**src/rtl/mem_access_ctrl.sv**
```systemverilog
// MEM-stage access controller: decodes RAM1/RAM2/UART regions and runs a
// wait-stated FSM driving registered SRAM/UART strobes, stalling until done.
module mem_access_ctrl #(
    parameter int unsigned          DATA_W         = 16,
    parameter int unsigned          ADDR_W         = 16,
    parameter logic [ADDR_W-1:0]    RAM1_BASE      = ADDR_W'(16'h8000),
    parameter logic [ADDR_W-1:0]    UART_DATA_ADDR = ADDR_W'(16'hBF00),
    parameter logic [ADDR_W-1:0]    UART_STAT_ADDR = ADDR_W'(16'hBF01),
    parameter int unsigned          RAM_WAIT       = 1,
    parameter int unsigned          UART_WAIT      = 2
) (
    input  logic              clk,
    input  logic              rst,
    input  logic [ADDR_W-1:0] addr_i,
    input  logic [DATA_W-1:0] wdata_i,
    input  logic              memread_i,
    input  logic              memwrite_i,
    output logic [DATA_W-1:0] rdata_o,
    output logic              done_o,
    output logic              stall_o,
    output logic              ram1_en_o,
    output logic              ram1_oe_o,
    output logic              ram1_we_o,
    output logic              ram2_en_o,
    output logic              ram2_oe_o,
    output logic              ram2_we_o,
    output logic [ADDR_W-1:0] ram_addr_o,
    output logic [DATA_W-1:0] ram1_dout_o,
    output logic [DATA_W-1:0] ram2_dout_o,
    output logic              ram1_doe_o,
    output logic              ram2_doe_o,
    input  logic [DATA_W-1:0] ram1_din_i,
    input  logic [DATA_W-1:0] ram2_din_i,
    output logic              uart_rdn_o,
    output logic              uart_wrn_o,
    input  logic              uart_data_ready_i,
    input  logic              uart_tbre_i,
    input  logic              uart_tsre_i
);

    localparam int unsigned MAX_WAIT = (RAM_WAIT > UART_WAIT) ? RAM_WAIT : UART_WAIT;
    localparam int unsigned CNT_W    = (MAX_WAIT > 1) ? $clog2(MAX_WAIT) : 1;

    typedef enum logic [2:0] {IDLE, RAM_ACC, UART_RD, UART_WR, DONE} state_t;
    typedef enum logic [1:0] {REG_RAM2, REG_RAM1, REG_UDATA, REG_STAT} region_t;

    state_t              state_q, state_d;
    region_t             region_q, region_d, region_dec;
    logic                write_q, write_d;
    logic [CNT_W-1:0]    cnt_q, cnt_d;
    logic [ADDR_W-1:0]   addr_q, addr_d;
    logic [DATA_W-1:0]   wdata_q, wdata_d;
    logic [DATA_W-1:0]   rdata_q, rdata_d;
    logic                done_q, done_d;
    logic                ram1_en_q, ram1_oe_q, ram1_we_q, ram1_doe_q;
    logic                ram1_en_d, ram1_oe_d, ram1_we_d, ram1_doe_d;
    logic                ram2_en_q, ram2_oe_q, ram2_we_q, ram2_doe_q;
    logic                ram2_en_d, ram2_oe_d, ram2_we_d, ram2_doe_d;
    logic                rdn_q, wrn_q, rdn_d, wrn_d;
    logic                req_c;
    logic                ram_acc_c;

    assign req_c = memread_i | memwrite_i;

    // UART addresses take priority over the RAM1 range they sit inside
    assign region_dec = (addr_i == UART_STAT_ADDR) ? REG_STAT  :
                        (addr_i == UART_DATA_ADDR) ? REG_UDATA :
                        (addr_i >= RAM1_BASE)      ? REG_RAM1  : REG_RAM2;

    always_comb begin
        state_d  = state_q;
        cnt_d    = cnt_q;
        addr_d   = addr_q;
        wdata_d  = wdata_q;
        region_d = region_q;
        write_d  = write_q;
        rdata_d  = rdata_q;

        case (state_q)
            IDLE: begin
                if (req_c) begin
                    addr_d   = addr_i;
                    wdata_d  = wdata_i;
                    write_d  = memwrite_i;
                    region_d = region_dec;
                    case (region_dec)
                        REG_RAM1, REG_RAM2: begin
                            state_d = RAM_ACC;
                            cnt_d   = CNT_W'(RAM_WAIT - 1);
                        end
                        REG_UDATA: begin
                            state_d = memwrite_i ? UART_WR : UART_RD;
                            cnt_d   = CNT_W'(UART_WAIT - 1);
                        end
                        default: begin
                            state_d = DONE;
                            if (!memwrite_i) begin
                                rdata_d = DATA_W'({uart_data_ready_i, uart_tbre_i & uart_tsre_i});
                            end
                        end
                    endcase
                end
            end
            RAM_ACC: begin
                if (cnt_q == '0) begin
                    state_d = DONE;
                    if (!write_q) begin
                        rdata_d = (region_q == REG_RAM1) ? ram1_din_i : ram2_din_i;
                    end
                end else begin
                    cnt_d = cnt_q - CNT_W'(1);
                end
            end
            UART_RD: begin
                if (cnt_q == '0) begin
                    state_d = DONE;
                    rdata_d = DATA_W'(ram1_din_i[7:0]);
                end else begin
                    cnt_d = cnt_q - CNT_W'(1);
                end
            end
            UART_WR: begin
                if (cnt_q == '0) begin
                    state_d = DONE;
                end else begin
                    cnt_d = cnt_q - CNT_W'(1);
                end
            end
            DONE:    state_d = IDLE;
            default: state_d = IDLE;
        endcase
    end

    // Strobes are computed from the next state so they change only on clock edges
    always_comb begin
        ram_acc_c  = (state_d == RAM_ACC);
        ram1_en_d  = !(ram_acc_c && (region_d == REG_RAM1));
        ram1_oe_d  = !(ram_acc_c && (region_d == REG_RAM1) && !write_d);
        ram1_we_d  = !(ram_acc_c && (region_d == REG_RAM1) && write_d);
        ram1_doe_d = (ram_acc_c && (region_d == REG_RAM1) && write_d) || (state_d == UART_WR);
        ram2_en_d  = !(ram_acc_c && (region_d == REG_RAM2));
        ram2_oe_d  = !(ram_acc_c && (region_d == REG_RAM2) && !write_d);
        ram2_we_d  = !(ram_acc_c && (region_d == REG_RAM2) && write_d);
        ram2_doe_d = ram_acc_c && (region_d == REG_RAM2) && write_d;
        rdn_d      = (state_d != UART_RD);
        wrn_d      = (state_d != UART_WR);
        done_d     = (state_d == DONE);
    end

    always_ff @(posedge clk or negedge rst) begin
        if (!rst) begin
            state_q    <= IDLE;
            region_q   <= REG_RAM2;
            write_q    <= 1'b0;
            cnt_q      <= '0;
            addr_q     <= '0;
            wdata_q    <= '0;
            rdata_q    <= '0;
            done_q     <= 1'b0;
            ram1_en_q  <= 1'b1;
            ram1_oe_q  <= 1'b1;
            ram1_we_q  <= 1'b1;
            ram1_doe_q <= 1'b0;
            ram2_en_q  <= 1'b1;
            ram2_oe_q  <= 1'b1;
            ram2_we_q  <= 1'b1;
            ram2_doe_q <= 1'b0;
            rdn_q      <= 1'b1;
            wrn_q      <= 1'b1;
        end else begin
            state_q    <= state_d;
            region_q   <= region_d;
            write_q    <= write_d;
            cnt_q      <= cnt_d;
            addr_q     <= addr_d;
            wdata_q    <= wdata_d;
            rdata_q    <= rdata_d;
            done_q     <= done_d;
            ram1_en_q  <= ram1_en_d;
            ram1_oe_q  <= ram1_oe_d;
            ram1_we_q  <= ram1_we_d;
            ram1_doe_q <= ram1_doe_d;
            ram2_en_q  <= ram2_en_d;
            ram2_oe_q  <= ram2_oe_d;
            ram2_we_q  <= ram2_we_d;
            ram2_doe_q <= ram2_doe_d;
            rdn_q      <= rdn_d;
            wrn_q      <= wrn_d;
        end
    end

    assign stall_o     = ((state_q == IDLE) && req_c) || (state_q == RAM_ACC) ||
                         (state_q == UART_RD) || (state_q == UART_WR);
    assign rdata_o     = rdata_q;
    assign done_o      = done_q;
    assign ram1_en_o   = ram1_en_q;
    assign ram1_oe_o   = ram1_oe_q;
    assign ram1_we_o   = ram1_we_q;
    assign ram2_en_o   = ram2_en_q;
    assign ram2_oe_o   = ram2_oe_q;
    assign ram2_we_o   = ram2_we_q;
    assign ram_addr_o  = addr_q;
    assign ram1_dout_o = wdata_q;
    assign ram2_dout_o = wdata_q;
    assign ram1_doe_o  = ram1_doe_q;
    assign ram2_doe_o  = ram2_doe_q;
    assign uart_rdn_o  = rdn_q;
    assign uart_wrn_o  = wrn_q;

endmodule

```
**config.mk**
```make
export PLATFORM = sky130hd
export DESIGN_NAME = mem_access_ctrl
export DESIGN_NICKNAME = d
export VERILOG_FILES = /design/src/rtl/mem_access_ctrl.sv
export SDC_FILE = /design/constraint.sdc
export NUM_CORES = 1
export LEC_CHECK = 0
export ABC_AREA = 1
export BUFFER_PORTS_ARGS = -buffer_cell sky130_fd_sc_hd__buf_2
export CAP_MARGIN = 20
export CORE_UTILIZATION = 45
export DETAILED_ROUTE_END_ITERATION = 7
export GPL_TIMING_DRIVEN = 0
export MAX_ROUTING_LAYER = met4
export PLACE_DENSITY = 0.78
export SYNTH_ARGS = -nofsm -noshare
export SYNTH_HDL_FRONTEND = slang
export SYNTH_SLANG_ARGS = --single-unit
```
**constraint.sdc**
```tcl
create_clock -name clk -period 1.65 [get_ports clk]
set_clock_uncertainty 0.05 [all_clocks]
set_input_delay 0.33 -clock clk [delete_from_list [all_inputs] [get_ports clk]]
set_output_delay 0.33 -clock clk [all_outputs]
set_load 0.01 [all_outputs]
```
==> out/qor.csv <==
metric;value;unit
status;finished, violations left;
GPL Wtd Cong;0.815;
Area Growth Syn to Fin;41.1;%
total wire length;7.91;mm
Hold WS;0.0214;ns
drt pass-1 iters;4;
Die H;83.8;µm
drt first-iter violations;129;
Final Hold Vio Count;0;
clk buf depth;2;
Critical Path AT;1.39;ns
die area;7020;µm²
commonest non-fill, non-tap cell in the layout;nand2_1;
HP Class;input pin to asynchronous set/reset pin;
clk slew on worst S/H paths;0.07;ns
Least-Margin Pin Slew;0.815;ns
boundary pin count;147;
most frequent cells in the layout;147 x nand2_1, 146 x buf_2, 56 x dfrtp_1;
I/O Buffers;146;
proportion of layout cells with a drive suffix above 1;44.6;%
crit-path cells;nor2_4 > nand2_4 > nor2_8 > inv_2 > buf_6 > nand2_4 > buf_6;
largest net degree at the start of global routing;67;
Antenna Violating Nets Remaining;0;
Setup WS pre-CTS;-0.151;ns
total CTS buffers;9;
Worst Path Buf+Inv;3;
CP delay by family, top;flip-flops;
Final Cycle Share;107;%
vias in the first global route;2889;
post-synthesis register bit count;66;
Tmin final;1.77;ns
worst IR drop on VDD;1.09;mV
vias per inst;4.81;
final worst slack;-0.120;ns
Vias;2951;
fillers;531;
cells after synthesis;365;
Fmax;565;MHz
Overall Global Routing Usage;23.7;%
max-slew violations;0;
post-layout util;66.5;%
pwr/cell area;1940;nW/µm²
Die Wd;83.8;µm
Syn. warnings;0;
CTS HTree Levels;3;
Crit path required time;1.27;ns
max-cap viol count;0;
Worst path max stage delay;0.41;ns
crit path max fanout;2;
synth unique cells;29;
core area;6390;µm²
cell area after synthesis;3010;µm²
Seq/Total Area, Yosys;55.2;%
slew margin rel.;45.6;%
crit end category;primary output;
DP HPWL;5.53;mm
initial antenna violation count;0;
Starting Density;47.1;%
FP Rows;29;
first-pass GRT wire length;13.0;mm
detailed-route DRC error count;0;
P_leak;2.40;nW
final setup violation count;1;
crit path launch type;flop;
Critical-path top delay cell;dfrtp_1;
nets;602;
clock sinks;66;
failing checks;negative setup slack;
Syn Area/Cell;8.25;µm²
diode count;0;
R2R Setup Slk;0.01;ns
DR WL/cell;12.9;µm
Synthesized Nets;436;
unrepaired setup endpoints after global routing;yes;
grt ovf;0;
clock root buffer;clkbuf_8;
number of hold buffers added after CTS;0;
Clk Latency, worst-skew pair;0.34;ns
critical path class;flop to primary output;
TritonCTS clock tree;yes;
[sequential cells by signal (all words and copies together) (netlist names)]
register     count
uart_wrn_o       1
write_q          1
state_q          3
ram1_oe_o        1
ram_addr_o      16
rdata_o         16
region_q         2
ram1_doe_o       1
ram2_en_o        1
ram1_dout_o     16
done_o           1
ram1_we_o        1
ram2_we_o        1
ram2_doe_o       1
uart_rdn_o       1
cnt_q            1
ram1_en_o        1
ram2_oe_o        1
[routing by layer]
metal	share of wire [%]	routed length (µm)	global-route usage, %	vias up
met4	2.4	191	10.5	0
met3	5.0	393	4.06	19
li1	-	-	-	1457
met1	41	3280	27.8	1373
met2	51	4040	40.2	102
met5	0	0	-	-
[layout make-up]
type | count | area, µm² | area share (%)
repair buffers | 155 | 807 | 19.0
multi-input cells | 249 | 1180 | 27.7
clock inverters | 5 | 77.6 | 1.83
clock buffers | 11 | 141 | 3.33
plain buffers | 27 | 195 | 4.60
inverters | 23 | 88.8 | 2.09
flip-flops and latches | 66 | 1660 | 39.2
well taps | 77 | 96.3 | 2.27
[Yosys cell counts, drive strengths merged]
library cell,count,area [µm²]
nand2,157,599
dfrtp,58,1450
nor2,34,159
o21ai,27,139
buf,24,163
inv,23,86.3
nand3,14,80.1
dfstp,8,210
a22oi,6,45.0
a21oi,5,28.8
clkbuf,3,11.3
nand4,2,12.5
or2,2,12.5
nor3,1,5.00
o31ai,1,7.51
[path summary, 6_finish.rpt]
kind / cells past startpoint / from / end
setup / recovery: 7 / state_q[1]$_DFF_PN0_ / stall_o
hold / removal: 1 / rst / ram_addr_o[8]$_DFFE_PN0P_
setup reg to reg: 11 / state_q[1]$_DFF_PN0_ / ram2_doe_o$_DFF_PN0_
hold reg to reg: 2 / ram_addr_o[6]$_DFFE_PN0P_ / ram_addr_o[6]$_DFFE_PN0P_
max in group asynchronous: 1 / rst / state_q[2]$_DFF_PN0_
min in group clk: 3 / wdata_i[11] / ram1_dout_o[11]$_DFFE_PN0P_
[report_power, final]
group	internal, mW	switching, mW	leakage [nW]
Combinational	1.71	2.33	1.48
Clock	0.887	0.618	0.109
Sequential	2.30	0.370	0.817
[kinds of logic (layout without fill, tap and decap cells)]
group           count (synthesis)  in the layout  share of synthesized area (%)
simple gates                  210            210                           28.8
flops                          66             66                           55.2
buf+inv                        50            221                           8.65
compound gates                 39             39                           7.32
[stage by stage]
stage	area, µm²	setup TNS [ns]	cells	power (mW)
after detailed placement	3840	-1.59	588	6.27
after global placement	3840	-2.57	588	6.15
after CTS	4160	-0.146	611	8.05
after global routing	4250	-1.05	613	8.84
after floorplan	3010	0	365	4.92
final	4250	-0.120	613	8.23
[worst reg2reg max path, cell delays in order, from the launching register on]
cell and delay [ns]:
dfrtp_1 0.41, nor2_4 0.16, nand2_4 0.09, nor2_8 0.09
inv_2 0.05, buf_4 0.13, o21ai_2 0.20, nand2_1 0.10
nand2_1 0.12, nor2_4 0.05, nand2_2 0.07, inv_2 0.03
[what timing repair did]
item                       in CTS  in global routing
setup buffers                   7                  2
setup endpoints to repair      26                 55
resized for setup              15                 28
pin swaps                       2                  6
(Power assumes the default switching activity.)
